**config.mk**
```make
export PLATFORM = sky130hd
export DESIGN_NAME = fetch_stage
export DESIGN_NICKNAME = d
export VERILOG_FILES = /design/src/rtl/fetch_stage.sv
export SDC_FILE = /design/constraint.sdc
export NUM_CORES = 1
export LEC_CHECK = 0
export CAP_MARGIN = 20
export CORE_ASPECT_RATIO = 1.1
export CORE_UTILIZATION = 40
export DETAILED_ROUTE_END_ITERATION = 8
export DONT_BUFFER_PORTS = 1
export SYNTH_ARGS = -nofsm -noshare
export SYNTH_HDL_FRONTEND = slang
export SYNTH_SLANG_ARGS = --single-unit
```
**constraint.sdc**
```tcl
create_clock -name clk -period 5.68 [get_ports clk]
set_input_delay 0.284 -clock clk [delete_from_list [all_inputs] [get_ports clk]]
set_output_delay 0.284 -clock clk [all_outputs]
set_load 0.1 [all_outputs]
```
**src/rtl/fetch_stage.sv**
```systemverilog
// Purpose     : instruction fetch - PC, single-outstanding imem req/ack, prefetch FIFO, registered ID word.
// Latency     : with a 1-cycle ack, first instruction on o_ir_id_r 3 cycles after reset; then 1 per 2 cycles.
// Backpressure: i_stall freezes the ID outputs; new requests stop issuing while the FIFO is full.
// Ports: clk/rst; i_stall, i_branch_met, i_branch_target from pipeline control;
//        o_imem_req/o_imem_addr/i_imem_ack/i_imem_data memory read port;
//        o_ir_id_r/o_ir_valid_r/o_pc_id_r registered ID-stage instruction, validity and address.
module fetch_stage #(
  parameter int unsigned       ADDR_W    = 16,
  parameter int unsigned       DEPTH     = 2,
  parameter logic [ADDR_W-1:0] RESET_PC  = '0,
  parameter logic [15:0]       NOP_INSTR = 16'hBF00
) (
  input  logic              clk,
  input  logic              rst,
  input  logic              i_stall,
  input  logic              i_branch_met,
  input  logic [ADDR_W-1:0] i_branch_target,
  output logic              o_imem_req,
  output logic [ADDR_W-1:0] o_imem_addr,
  input  logic              i_imem_ack,
  input  logic [15:0]       i_imem_data,
  output logic [15:0]       o_ir_id_r,
  output logic              o_ir_valid_r,
  output logic [ADDR_W-1:0] o_pc_id_r
);

  localparam int unsigned    PTR_W    = $clog2(DEPTH);
  localparam logic [PTR_W:0] FULL_CNT = (PTR_W+1)'(DEPTH);

  typedef enum logic [1:0] {REQ_IDLE, REQ_WAIT, REQ_DROP} req_state_e;

  req_state_e        state_q;
  logic              req_q;
  logic [ADDR_W-1:0] addr_q;
  logic [ADDR_W-1:0] pc_q;

  logic [ADDR_W-1:0] fifo_pc_q [DEPTH];
  logic [15:0]       fifo_ir_q [DEPTH];
  logic [PTR_W-1:0]  wr_ptr_q;
  logic [PTR_W-1:0]  rd_ptr_q;
  logic [PTR_W:0]    count_q;
  logic [PTR_W:0]    count_d;

  logic              ack_vld;
  logic              push;
  logic              pop;
  logic              fifo_empty;
  logic [ADDR_W-1:0] branch_pc;

  // An ack only counts while a request is actually on the bus.
  assign ack_vld    = i_imem_ack & req_q;
  assign branch_pc  = i_branch_target & ~ADDR_W'(1);
  assign push       = (state_q == REQ_WAIT) & ack_vld & ~i_branch_met;
  assign fifo_empty = (count_q == '0);
  assign pop        = ~i_stall & ~i_branch_met & ~fifo_empty;

  assign o_imem_req  = req_q;
  assign o_imem_addr = addr_q;

  // Request FSM. addr_q is separate from pc_q because a branch retargets pc_q
  // while the old request must stay on the bus until its ack is swallowed.
  always_ff @(posedge clk or posedge rst) begin
    if (rst) begin
      state_q <= REQ_IDLE;
      req_q   <= 1'b0;
      addr_q  <= RESET_PC;
      pc_q    <= RESET_PC;
    end else begin
      case (state_q)
        REQ_IDLE: begin
          if (i_branch_met) begin
            pc_q <= branch_pc;
          end else if (count_q < FULL_CNT) begin
            // Room is reserved at issue time, so the ack can always be pushed.
            state_q <= REQ_WAIT;
            req_q   <= 1'b1;
            addr_q  <= pc_q;
          end
        end
        REQ_WAIT: begin
          if (i_branch_met) begin
            pc_q <= branch_pc;
            if (ack_vld) begin
              state_q <= REQ_IDLE;
              req_q   <= 1'b0;
            end else begin
              state_q <= REQ_DROP;
            end
          end else if (ack_vld) begin
            pc_q    <= pc_q + ADDR_W'(2);
            state_q <= REQ_IDLE;
            req_q   <= 1'b0;
          end
        end
        REQ_DROP: begin
          if (i_branch_met) begin
            pc_q <= branch_pc;
          end
          if (ack_vld) begin
            state_q <= REQ_IDLE;
            req_q   <= 1'b0;
          end
        end
        default: begin
          state_q <= REQ_IDLE;
          req_q   <= 1'b0;
        end
      endcase
    end
  end

  always_comb begin
    count_d = count_q;
    if (i_branch_met) begin
      count_d = '0;
    end else begin
      case ({push, pop})
        2'b10:   count_d = count_q + (PTR_W+1)'(1);
        2'b01:   count_d = count_q - (PTR_W+1)'(1);
        default: count_d = count_q;
      endcase
    end
  end

  always_ff @(posedge clk or posedge rst) begin
    if (rst) begin
      wr_ptr_q <= '0;
      rd_ptr_q <= '0;
      count_q  <= '0;
    end else begin
      count_q <= count_d;
      if (i_branch_met) begin
        wr_ptr_q <= '0;
        rd_ptr_q <= '0;
      end else begin
        if (push) wr_ptr_q <= wr_ptr_q + PTR_W'(1);
        if (pop)  rd_ptr_q <= rd_ptr_q + PTR_W'(1);
      end
    end
  end

  // Storage needs no reset: entries are only read when counted valid.
  always_ff @(posedge clk) begin
    if (push) begin
      fifo_ir_q[wr_ptr_q] <= i_imem_data;
      fifo_pc_q[wr_ptr_q] <= addr_q;
    end
  end

  // ID-stage register: branch flush beats stall; an empty FIFO yields a bubble
  // but keeps the last PC so the control unit still sees a sane address.
  always_ff @(posedge clk or posedge rst) begin
    if (rst) begin
      o_ir_id_r    <= NOP_INSTR;
      o_ir_valid_r <= 1'b0;
      o_pc_id_r    <= RESET_PC;
    end else if (i_branch_met) begin
      o_ir_id_r    <= NOP_INSTR;
      o_ir_valid_r <= 1'b0;
    end else if (!i_stall) begin
      if (!fifo_empty) begin
        o_ir_id_r    <= fifo_ir_q[rd_ptr_q];
        o_pc_id_r    <= fifo_pc_q[rd_ptr_q];
        o_ir_valid_r <= 1'b1;
      end else begin
        o_ir_id_r    <= NOP_INSTR;
        o_ir_valid_r <= 1'b0;
      end
    end
  end

endmodule
```
==> Yosys cells after proc, flatten, opt, wreduce, memory -nomap -nowiden <==
Memories as Yosys holds them, arrays and structs flattened. A register that Yosys moved wholly into a read port is not among the register bits.
Cells that the tools add are included.
{ "op_classes": {"n_addsub": 5, "bitwise": 8, "eq_ne": 10, "n_lt_le_gt_ge": 1, "reduce_logical": 13, "muxes": 28} }
{ "op_table": {"columns": ["op", "n"], "rows": [
  ["two-way mux 16 bit", 6],
  ["case mux 16 bit (2 select lines)", 1],
  ["adder 16 x 2 -> 16 bit (second input constant)", 1],
  ["two-way mux 1 bit", 12],
  ["two-way mux 2 bit", 6],
  ["AND reduction 3 bit", 4],
  ["inequality test 2 x 1 -> 1 bit (second input constant)", 3],
  ["case mux 2 bit (3 select lines)", 1],
  ["nonzero test 2 bit", 3],
  ["AND 1 bit", 5],
  ["equality test 2 x 1 -> 1 bit (second input constant)", 2],
  ["equality test 2 bit (second input constant)", 2],
  ["zero test 2 bit", 2],
  ["inequality test 2 bit (second input constant)", 2],
  ["case mux 2 bit (2 select lines)", 1],
  ["OR reduction 2 bit", 2],
  ["inequality test 3 bit (second input constant)", 1],
  ["NOT 1 bit", 3],
  ["nonzero test 3 bit", 1],
  ["adder 1 bit (second input constant)", 2],
  ["adder 2 x 1 -> 2 bit (second input constant)", 1],
  ["less-than comparator 2 bit (second input constant)", 1],
  ["case mux 1 bit (2 select lines)", 1],
  ["AND reduction 2 bit", 1],
  ["subtractor 2 x 1 -> 2 bit (second input constant)", 1]
]} }
{ "totals": {"output_inout_bits": 50, "mem_bits_rw": 64, "memories": 2, "inputBits": 37, "regBits": 56, "word_cells": 76} }
{ "mem_list": {"columns": ["name", "words", "word_bits", "read_ports", "rd_ports_with_merged_regs", "write_ports", "line_no", "rtl"], "rows": [
  ["fifo_ir_q", 2, 16, 1, 0, 1, "38", "logic [15:0] fifo_ir_q [DEPTH];"],
  ["fifo_pc_q", 2, 16, 1, 1, 1, "37", "logic [ADDR_W-1:0] fifo_pc_q [DEPTH];"]
]} }

==> Depth between registers and ports, before layout <==
Gate-level depths: netlist of the first run.
{ "logic_depth": {"depth_word": 6, "mapped_depth": 7, "ltp_nobuf": 6} }

==> Least setup slack after synthesis of the first run <==
Ideal clock, no wire load.
{ "synth_timing": {"path_type": "register to register", "from": "register req_q, in the netlist o_imem_req", "to": "memory fifo_ir_q[0][0] (enable)", "arrival_time_ps": 3582, "path_buffers": 0, "path_stages_with_launch": 3, "period_less_slack_ps": 4046, "setup_ps": 464, "required_ps": 5216, "setup_slack_ps": 1634, "path_cell_list": "dfrtp_1 nand2_1 nor3b_1"} }
{ "synth_via": {"elab_chain_cells": 5} }
{ "synth_lines": {"columns": ["element", "line_no", "rtl"], "rows": [
  ["start, declared", "33", "logic req_q;"],
  ["start signal, assigned", "65", "req_q <= 1'b0;"],
  ["start signal, assigned", "76", "req_q <= 1'b1;"],
  ["start signal, assigned", "85", "req_q <= 1'b0;"],
  ["AND 1 bit", "51", "assign ack_vld = i_imem_ack & req_q;"],
  ["AND 1 bit (2 in series)", "53", "assign push = (state_q == REQ_WAIT) & ack_vld & ~i_branch_met;"],
  ["two-way mux 1 bit", "144", "if (push) begin"],
  ["two-way mux 1 bit (implied by the code)", "145", "fifo_ir_q[wr_ptr_q] <= i_imem_data;"],
  ["end, declared", "38", null]
]} }
Every way passes these cells.

==> Worst setup path after layout of the first run <==
{ "layout_timing": {"from": "register req_q, in the netlist o_imem_req", "to": "memory fifo_ir_q[0][4] (enable)"} }
The elaborated chain is that of the path after synthesis.

==> results.ini, run 1 <==
[drt]
dr_wl_met2_mm = 5.16
top_layer = met4
m1WireLength_mm = 4.50
vias = 3176
wl_mm = 10.6
drc = 7
avgViaCountPerCell = 5.35
routed-wl-met3_um = 734
routedWlPerCell_um = 17.8
ant_nets = 0
firstDrtPassIters = 6
drt_iter0_markers = 169

[cells_and_area]
finalNetCount = 467
final-seq-area_mm2 = 0.00360
multiInputGateArea_mm2 = 0.00162
n_fill_cell = 1156
area_growth_syn_to_layout_pct = 16.6
diodes = 0
final_cell_mix = 62 x edfxtp_1, 61 x dfrtp_1, 45 x o21ai_0, 44 x nand2_1, 32 x mux2i_1
drive_gt1_share_pct = 16.9
layout_commonest_cell = edfxtp_1

[global_routing]
grt_pass1_wl_mm = 17.0
antenna_found_initial = 0
grt_max_degree = 70
overflow = 0
grt_util_all_layers_pct = 16.6
grt_pass1_vias = 3271

[yosys]
syn_avg_cell_area_um2 = 13.3
synth_ff_type = edfxtp_1
async_reset_ff_share_pct = 52.7
yosysUniqueCellTypes = 46
syn-cell-area_mm2 = 0.00535
ys_seq_area_share_pct = 67.3
ys.warnings.count = 0
synth-seq-cells = 131
synthCells = 403
synth_edf_count = 62

[floorplan]
rows = 43
io_pins = 87
dieArea_mm2 = 0.0138
die_h_um = 123
die_x_um = 112
core_mm2 = 0.0128
initial_utilization_pct = 41.8

[setup_path]
r2r_setup_slack_ps = 3350
start_kind = flop
crit_type = flop to flop
critPathSlowestCell = dfrtp_1
reg2reg_from = o_imem_req
cp_data_arrival_time_ps = 2390
r2r_cells = 3
cp_max_fo = 31
slowest_delay_ps = 1000
cp.required_ps = 5740
cp-end-kind = flop
cp_cell_sequence = nand2_1 > nor3b_2 > buf_4
r2r_end = fifo_ir_q[0][4]

[clock_tree]
cts_sinks = 131
cts.clk_slew.worst_paths_ps = 60
cts_resized = 0
h-tree-depth = 4
cts_setup_buffers = 0
clk_latency_ps = 420
cts-root-buf = clkbuf_16
cts-buffers-inserted = 17
clockBufferDepth = 2
cts_tree = done

[timing]
worst_slack_ps = 3350
tns_ps = 0
final.min_clock_period_ps = 2330
fmax_ghz = 0.429
worstMarginPinSlew_ps = 1030
finalHoldViolations = 0
rsz0062_at_grt = false
fin_worst_skew_ps = 10.7
slew_headroom_pct = 31.6
drv_slew = 0
post-route-period-util_pct = 41.1
hold_slack_ps = 27.5
finalSetupViolCount = 0

[power_and_ir_drop]
ir_drop_mv = 0.296
p_per_area_mw_per_mm2 = 644
p_leak_nw = 2.26

[placed_design]
place_congestion = 0.815
portBuffers = 0
dp_worst_setup_slack_ps = 3330
dpl.hpwl_mm = 6.57

[status]
failed_checks = design-rule violations
outcome = complete, but fails checks

[run]
max_cap_viol_count = 0

[worst_hold_path]
hold_class = input port to asynchronous set/reset pin

metal layers:
metal / vias up / track usage, %
met5: - / 0
met4: 0 / 7.42
met3: 15 / 6.81
met2: 92 / 27.1
met1: 1541 / 19.2
li1: 1528 / -
power breakdown:
part | switching (mW) | internal, mW | leakage (nW)
Combinational | 0.337 | 0.289 | 0.593
Sequential | 1.11 | 1.21 | 1.40
Clock | 0.400 | 0.668 | 0.270
cell families after synthesis:
| kind of cell | after synthesis | share of synthesized area (%) |
|---|---|---|
| flip-flops | 131 | 67.3 |
| AO/OA/AOI/OAI | 98 | 10.3 |
| AND/OR/NAND/NOR | 92 | 8.68 |
| multiplexers | 47 | 9.15 |
| buffers and inverters | 26 | 2.81 |
| adder cells (fa/ha/maj) | 6 | 1.40 |
| XOR/XNOR | 2 | 0.328 |
| other | 1 | 0.0701 |
area by class of cell:
cell class | count | area share (%)
Tap cell | 157 | 3.15
Multi-Input combinational cell | 247 | 26.0
Clock inverter | 12 | 2.13
Timing Repair Buffer | 23 | 3.45
Clock buffer | 20 | 7.33
Sequential cell | 131 | 57.7
Inverter | 4 | 0.241
repair_timing:
action,CTS,global route
hold buffers,17,0
endpoints found under the hold margin,35,0
setup endpoints to repair,0,0
through the flow:
stage                     area [µm²]  total power, mW  util, %  cells
after detailed placement        5470             2.96     42.7    545
after global routing            6230             4.20     48.7    594
after floorplan                 5350             2.79        -    404
final                           6230             4.01     48.7    594
after CTS                       6230             4.05     48.7    594
after global placement          5470             2.92     42.7    545
critical path, delay by kind of cell, from the launching register on:
family / cells / cell delay, ps
buffers and inverters: 1 / 420
DFF: 1 / 1000
and+or+nand+nor: 2 / 550
Yosys cell counts, types with 2 or more instances:
master	number	share of area, %
a21oi_1	31	2.9
ha_1	6	1.4
dfrtp_1	62	29
o22ai_1	8	0.94
edfxtp_1	62	35
nand3_1	10	0.94
mux2i_1	32	6.0
clkbuf_1	10	0.70
a2bb2oi_1	6	0.98
nor3b_1	2	0.28
nor3_1	2	0.19
mux2_2	15	3.2
nand2b_1	2	0.23
nor2b_1	3	0.35
buf_2	6	0.56
inv_1	4	0.28
and4_1	2	0.33
or4_4	2	0.42
o21ai_0	45	4.2
nand2_1	44	3.1
buf_4	2	0.28
dfstp_2	7	3.4
nor2_1	11	0.77
nand4_1	5	0.58
clkbuf_8	3	0.77
flip-flops by register name, indices dropped and copies added, names as in the netlist, 2 cells and up:
signal and cells:
o_imem_addr 15, count_q 2, fifo_pc_q 30, o_pc_id_r 15
state_q 2, pc_q 15, o_ir_id_r 16, fifo_ir_q 32
worst max path at each step:
stage,start,to,slack (ps),depth (start not counted)
2_1_floorplan,o_imem_req,fifo_ir_q[0][0],1630,2
3_3_place_gp,o_imem_req,fifo_ir_q[0][7],3360,3
3_5_place_dp,o_imem_req,fifo_ir_q[0][6],3330,3
4_1_cts,o_imem_req,fifo_ir_q[0][7],3320,3
5_1_grt,o_imem_req,fifo_pc_q[0][5],3230,3
6_report,o_imem_req,fifo_ir_q[0][4],3350,3
No activity file was read; power rests on OpenSTA's default activity.
==> run 2, diff against run 1 <==
ABC_AREA = 1   (was default)
clock period = 2.25 ns   (was 5.68 ns; I/O delays follow)
==> run 2 against run 1 <==
Against the previous run: the flow now finishes without violations; first-iteration DRC count is 51% higher; worst hold slack gained 30 ps; worst setup slack got worse by 3100 ps; area after synthesis up 4.0%.
==> results.ini, run 2 <==
[cells_and_area]
area_growth_syn_to_layout_pct = 26.3  ; was 16.6%
layout.cells.non_filler = 802  ; was 594
finalNetCount = 648  ; was 467
layout_commonest_cell = nand2_1  ; was edfxtp_1
largestRegisters = fifo_ir_q: 32 flops, fifo_pc_q: 30 flops, o_ir_id_r: 16 flops  ; unchanged
n_fill_cell = 1183  ; was 1,156
diodes = 0  ; unchanged
regMostFlops = fifo_ir_q  ; unchanged
final_cell_mix = 149 x nand2_1, 62 x edfxtp_1, 61 x dfrtp_1, 52 x nor2_1, 49 x buf_4  ; was 62 x edfxtp_1, 61 x dfrtp_1, 45 x o21ai_0, 44 x nand2_1, 32 x mux2i_1
drive_gt1_share_pct = 19.9  ; was 16.9%
largest_register_ffs = 32  ; unchanged

[placed_design]
dp.cells = 735  ; was 545
place_congestion = 0.836  ; was 0.815
portBuffers = 0  ; unchanged
dpl.hpwl_mm = 7.65  ; was 6.57 mm

[clock_tree]
cts.clk_slew.worst_paths_ps = 60  ; about the same
cts-buffers-inserted = 17  ; unchanged
clk_latency_ps = 420  ; about the same
clockBufferDepth = 2  ; unchanged
cts_resized = 0  ; unchanged
cts_sinks = 131  ; unchanged
cts-root-buf = clkbuf_16  ; unchanged
cts_tree = done  ; unchanged
h-tree-depth = 4  ; unchanged

[setup_path]
r2r_end = pc_q[5]  ; was fifo_ir_q[0][4]
cp_max_fo = 15  ; was 31
slowest_delay_ps = 410  ; was 1000 ps
cp_data_arrival_time_ps = 2320  ; was 2390 ps
critPathTopFamily = simple AND/OR/NAND/NOR gates  ; was flip-flops
cp-end-kind = flop  ; unchanged
path_common_cell = nor2_1
cp.required_ps = 2580  ; was 5740 ps
r2r_setup_slack_ps = 260  ; was 3350 ps
cp_cell_sequence = inv_1 > ha_1 > nor2_1 > inv_1 > nor2_2 > buf_4 > nor2_1 > nor2_1 > nand2_1 > o21ai_0  ; was nand2_1 > nor3b_2 > buf_4
crit_type = flop to flop  ; unchanged
worst-path-buf-inv = 3  ; was 1
start_kind = flop  ; unchanged
r2r_cells = 10  ; was 3
reg2reg_from = state_q[0]  ; was o_imem_req
critPathSlowestCell = dfrtp_1  ; unchanged

[timing]
worstMarginPinSlew_ps = 759  ; was 1030 ps
tns_ps = 0  ; unchanged
final.min_clock_period_ps = 1990  ; was 2330 ps
drv_slew = 0  ; unchanged
slew_headroom_pct = 49.3  ; was 31.6%
hold_slack_ps = 57.4  ; was 27.5 ps
post-route-period-util_pct = 88.6  ; was 41.1%
finalHoldViolations = 0  ; unchanged
fmax_ghz = 0.502  ; was 0.429 GHz
finalSetupViolCount = 0  ; unchanged
fin_worst_skew_ps = 9.29  ; was 10.7 ps
rsz0062_at_grt = false  ; unchanged

[yosys]
yosysMostFrequentCell = nand2_1
ys.warnings.count = 0  ; unchanged
syn_avg_cell_area_um2 = 10.7  ; was 13.3 µm²
synth_ff_type = edfxtp_1  ; unchanged
synth_top_cell_by_area = edfxtp_1  ; unchanged
syn-cell-area_mm2 = 0.00556  ; was 0.00535 mm²
async_reset_ff_share_pct = 52.7  ; unchanged
yosysUniqueCellTypes = 33  ; was 46
synthCells = 519  ; was 403
ys_seq_area_share_pct = 64.7  ; was 67.3%
synth-seq-cells = 131  ; unchanged
synth_edf_count = 62  ; unchanged
synthTopCellsByCount = 149 x nand2_1, 62 x dfrtp_1, 62 x edfxtp_1  ; was 62 x dfrtp_1, 62 x edfxtp_1, 45 x o21ai_0
synthTopCellsByArea = edfxtp_1 33%, dfrtp_1 28%, nand2_1 10%, nor2_1 3.5%, dfstp_2 3.3%  ; was edfxtp_1 35%, dfrtp_1 29%, mux2i_1 6.0%, o21ai_0 4.2%, dfstp_2 3.4%
synth_top_area_share_pct = 33.5  ; was 34.8%

[power_and_ir_drop]
totalPowerFinal_mw = 11.4  ; was 4.01 mW
p_leak_nw = 2.95  ; was 2.26 nW
ir_drop_mv = 0.610  ; was 0.296 mV
p_per_area_mw_per_mm2 = 1630  ; was 644 mW/mm²

[drt]
drt_iter0_markers = 255  ; was 169
vias = 3826  ; was 3,176
wl_mm = 11.6  ; was 10.6 mm
ant_nets = 0  ; unchanged
avgViaCountPerCell = 4.77  ; was 5.35
drc = 0  ; was 7
routedWlPerCell_um = 14.4  ; was 17.8 µm
firstDrtPassIters = 5  ; was 6

[global_routing]
grt_util_all_layers_pct = 17.9  ; was 16.6%
met1_usage_pct = 20.8  ; was 19.2%
grt.met2_usage_pct = 30.3  ; was 27.1%
grt_pass1_wl_mm = 19.2  ; was 17.0 mm
grt_max_degree = 39  ; was 70
grt_pass1_vias = 3931  ; was 3,271
grt_use_met3_pct = 5.73  ; was 6.81%
antenna_found_initial = 0  ; unchanged
overflow = 0  ; unchanged
gr-max-usage-layer = met2  ; unchanged

[worst_hold_path]
min_delay_path_depth = 3
holdPathEnd = o_ir_valid_r
hold_class = input port to flop  ; was input port to asynchronous set/reset pin
holdCritStartpoint = i_stall

[floorplan]
rows = 44  ; was 43
die_x_um = 114  ; was 112 µm
io_pins = 87  ; unchanged
dieArea_mm2 = 0.0144  ; was 0.0138 mm²
initial_utilization_pct = 41.6  ; was 41.8%
core_mm2 = 0.0134  ; was 0.0128 mm²
die_h_um = 126  ; was 123 µm

[status]
outcome = finished clean  ; was complete, but fails checks

[run]
max_cap_viol_count = 0  ; unchanged

[run 2: power by group]
part	total (mW)	internal (mW)	switching [mW]
Sequential	3.76	3.18	0.580
Combinational	4.98	1.14	3.84
Clock	2.68	1.64	1.04
[run 2: cell type report]
type	instances	area [µm²]	share of cell area (%)
inverter	32	125	1.78
clock buffer	17	425	6.06
clock inverter	15	158	2.24
multi-input combinational	337	1730	24.6
tap	184	230	3.28
timing repair buffer	86	758	10.8
sequential	131	3600	51.2
[run 2: tightest hold or removal path, delay by kind of cell]
| family | cells | cell delay [ps] |
|---|---|---|
| AND/OR/NAND/NOR | 2 | 250 |
| buffers and inverters | 1 | 60 |
[run 2: kinds of logic (layout without fill, tap and decap cells)]
kind of cell	Yosys count	count (layout)	synth area share [%]
AND/OR/NAND/NOR	248	248	18.9
flip-flops	131	131	64.7
AO/OA/AOI/OAI	66	66	7.81
buffers and inverters	52	150	4.57
multiplexers	9	9	1.62
adder cells (fa/ha/maj)	6	6	1.35
XOR/XNOR	6	6	0.945
other	1	2	0.0674
[run 2: what timing repair did]
action / CTS / global route
setup endpoints to repair: 0 / 0
hold buffers: 35 / 0
setup buffers: 0 / 0
hold endpoints to repair: 122 / 0
[run 2: per-stage QoR]
step,setup WS (ps),utilization [%],cell area (µm²)
2_1_floorplan,70.3,-,5580
5_1_grt,135,52.5,7020
3_3_place_gp,448,45.5,6090
4_1_cts,276,52.5,7020
3_5_place_dp,301,45.5,6090
6_report,257,52.5,7020
[run 2: worst max-delay path by stage]
stage	startpoint	endpoint	slack, ps	cells past startpoint
3_5_place_dp	state_q[0]	pc_q[5]	300	10
5_1_grt	state_q[0]	pc_q[5]	140	10
6_report	state_q[0]	pc_q[5]	260	10
3_3_place_gp	state_q[0]	pc_q[5]	450	10
2_1_floorplan	o_imem_req	fifo_ir_q[1][0]	70	2
4_1_cts	state_q[0]	pc_q[5]	280	10
[run 2: per-layer routing]
layer,vias to the layer above,share of wire [%],wire length [µm]
met3,13,5.6,654
met1,1810,42,4900
li1,1909,-,-
met5,-,0,0
met4,0,1.7,199
met2,94,50,5830
==> run 3, diff against run 2 <==
ABC_CLOCK_PERIOD_IN_PS = 2250   (was default)
CORE_MARGIN = 1.5   (was default)
CORE_UTILIZATION = 45   (was 40)
==> run 3 against run 2 <==
Against the previous run: combinational power is 1% lower; worst hold slack better by 9.3 ps; clock power shrank 7%; clock skew about the same; largest power group unchanged.
==> results.ini, run 3 (same netlist as run 2, synthesis figures left out) <==
[setup_path]
r2r_setup_slack_ps = 410  ; was 260 ps
r2r_end = pc_q[1]  ; was pc_q[5]
cp_max_fo = 18  ; was 15
cp-end-kind = flop  ; unchanged
start_kind = flop  ; unchanged
cp.required_ps = 2530  ; was 2580 ps
reg2reg_from = state_q[0]  ; unchanged
crit_type = flop to flop  ; unchanged
r2r_cells = 8  ; was 10
cp_data_arrival_time_ps = 2120  ; was 2320 ps

[drt]
ant_nets = 0  ; unchanged
vias = 3776  ; was 3,826
avgViaCountPerCell = 4.90  ; was 4.77
drt_iter0_markers = 222  ; was 255
wl_mm = 11.1  ; was 11.6 mm
drc = 0  ; unchanged
firstDrtPassIters = 4  ; was 5
routedWlPerCell_um = 14.4  ; about the same

[timing]
finalSetupViolCount = 0  ; unchanged
hold_slack_ps = 66.6  ; was 57.4 ps
drv_slew = 0  ; unchanged
final.min_clock_period_ps = 1840  ; was 1990 ps
rsz0062_at_grt = false  ; unchanged
finalHoldViolations = 0  ; unchanged
worstMarginPinSlew_ps = 721  ; was 759 ps
fmax_ghz = 0.544  ; was 0.502 GHz
post-route-period-util_pct = 81.6  ; was 88.6%
fin_worst_skew_ps = 9.11  ; was 9.29 ps
tns_ps = 0  ; unchanged
slew_headroom_pct = 51.9  ; was 49.3%

[worst_hold_path]
min_delay_path_depth = 3  ; unchanged
holdPathEnd = o_ir_valid_r  ; unchanged
holdCritStartpoint = i_stall  ; unchanged
hold_class = input port to flop  ; unchanged

[placed_design]
dpl.hpwl_mm = 7.41  ; was 7.65 mm
dp.cells = 704  ; was 735
place_congestion = 0.841  ; was 0.836
portBuffers = 0  ; unchanged

[clock_tree]
clockBufferDepth = 2  ; unchanged
cts.clk_slew.worst_paths_ps = 60  ; about the same
cts_sinks = 131  ; unchanged
h-tree-depth = 4  ; unchanged
cts-root-buf = clkbuf_16  ; unchanged
clk_latency_ps = 410  ; was 420 ps
cts-buffers-inserted = 17  ; unchanged
cts_tree = done  ; unchanged
cts_resized = 0  ; unchanged

[power_and_ir_drop]
ir_drop_mv = 0.712  ; was 0.610 mV
p_per_area_mw_per_mm2 = 1610  ; was 1630 mW/mm²
totalPowerFinal_mw = 11.2  ; was 11.4 mW
p_leak_nw = 2.92  ; was 2.95 nW

[cells_and_area]
finalNetCount = 647  ; was 648
diodes = 0  ; unchanged
multiInputGateArea_mm2 = 0.00173  ; unchanged
largestRegisters = fifo_ir_q: 32 flops, fifo_pc_q: 30 flops, o_ir_id_r: 16 flops  ; unchanged
layout.cells.non_filler = 771  ; was 802
area_growth_syn_to_layout_pct = 24.6  ; was 26.3%
regMostFlops = fifo_ir_q  ; unchanged
layout_commonest_cell = nand2_1  ; unchanged
largest_register_ffs = 32  ; unchanged
final-seq-area_mm2 = 0.00360  ; unchanged
final_cell_mix = 149 x nand2_1, 62 x edfxtp_1, 61 x dfrtp_1, 52 x nor2_1, 49 x buf_4  ; unchanged
n_fill_cell = 1011  ; was 1,183
drive_gt1_share_pct = 19.8  ; was 19.9%

[global_routing]
overflow = 0  ; unchanged
grt_pass1_wl_mm = 17.7  ; was 19.2 mm
grt_util_all_layers_pct = 18.2  ; was 17.9%
antenna_found_initial = 0  ; unchanged
grt_max_degree = 46  ; was 39
grt_pass1_vias = 3732  ; was 3,931

[run]
max_cap_viol_count = 0  ; unchanged

[floorplan]
die_h_um = 120  ; was 126 µm
core_mm2 = 0.0120  ; was 0.0134 mm²
die_x_um = 109  ; was 114 µm
initial_utilization_pct = 46.2  ; was 41.6%
dieArea_mm2 = 0.0130  ; was 0.0144 mm²
rows = 42  ; was 44
io_pins = 87  ; unchanged

[status]
outcome = finished clean  ; unchanged

run 3: cell count changes in the layout (fill, tap and decap cells not counted), sizes merged:
cell,previous run,this run
clkinv,8,10
clkbuf,17,18
bufinv,2,1
inv,35,32
clkinvlp,2,3
buf,51,50
run 3: final cells by class:
class / instances / area share, %
flip-flops and latches: 131 / 51.9
multi-input cells: 337 / 25.0
repair buffers: 85 / 10.7
clock buffers: 18 / 6.19
well taps: 154 / 2.78
inverters: 32 / 1.81
clock inverters: 14 / 1.68
run 3: worst max path at each step:
| stage | start | end | slack, ps | cells after the start |
|---|---|---|---|---|
| after floorplan | o_imem_req | fifo_ir_q[1][0] | 70 | 2 |
| after global placement | state_q[0] | pc_q[1] | 520 | 8 |
| after detailed placement | state_q[0] | pc_q[5] | 420 | 8 |
| after CTS | state_q[0] | pc_q[5] | 400 | 8 |
| after global routing | state_q[0] | pc_q[1] | 180 | 10 |
| final | state_q[0] | pc_q[1] | 410 | 8 |
run 3: metrics by stage:
stage                     util (%)  area [µm²]  setup WS [ps]
after floorplan                  -        5580           70.3
after global placement        50.1        6030            523
after detailed placement      50.1        6030            422
after CTS                     57.6        6930            400
after global routing          57.6        6930            177
final                         57.6        6930            413
run 3: power breakdown:
part	switching, mW	internal [mW]
registers	0.571	3.18
clock network	0.993	1.51
logic	3.80	1.12
run 3: worst max-delay path, stage by stage, from the launching register on:
cell and delay, ps:
dfrtp_1 420, inv_1 100, ha_1 240, nor2_1 110, inv_1 60, nand2_1 70
nand3b_2 300, inv_1 290, o21ai_0 120
run 3: layer usage:
layer	global-route usage [%]	wire, µm
met1	20.5	4560
met2	31.2	5760
met3	6.52	636
met4	7.07	163
met5	0	0
run 3: what timing repair did:
action                                 CTS  global route
setup endpoints to repair                0             0
hold buffers                            35             0
setup buffers                            0             0
endpoints found under the hold margin   75             0
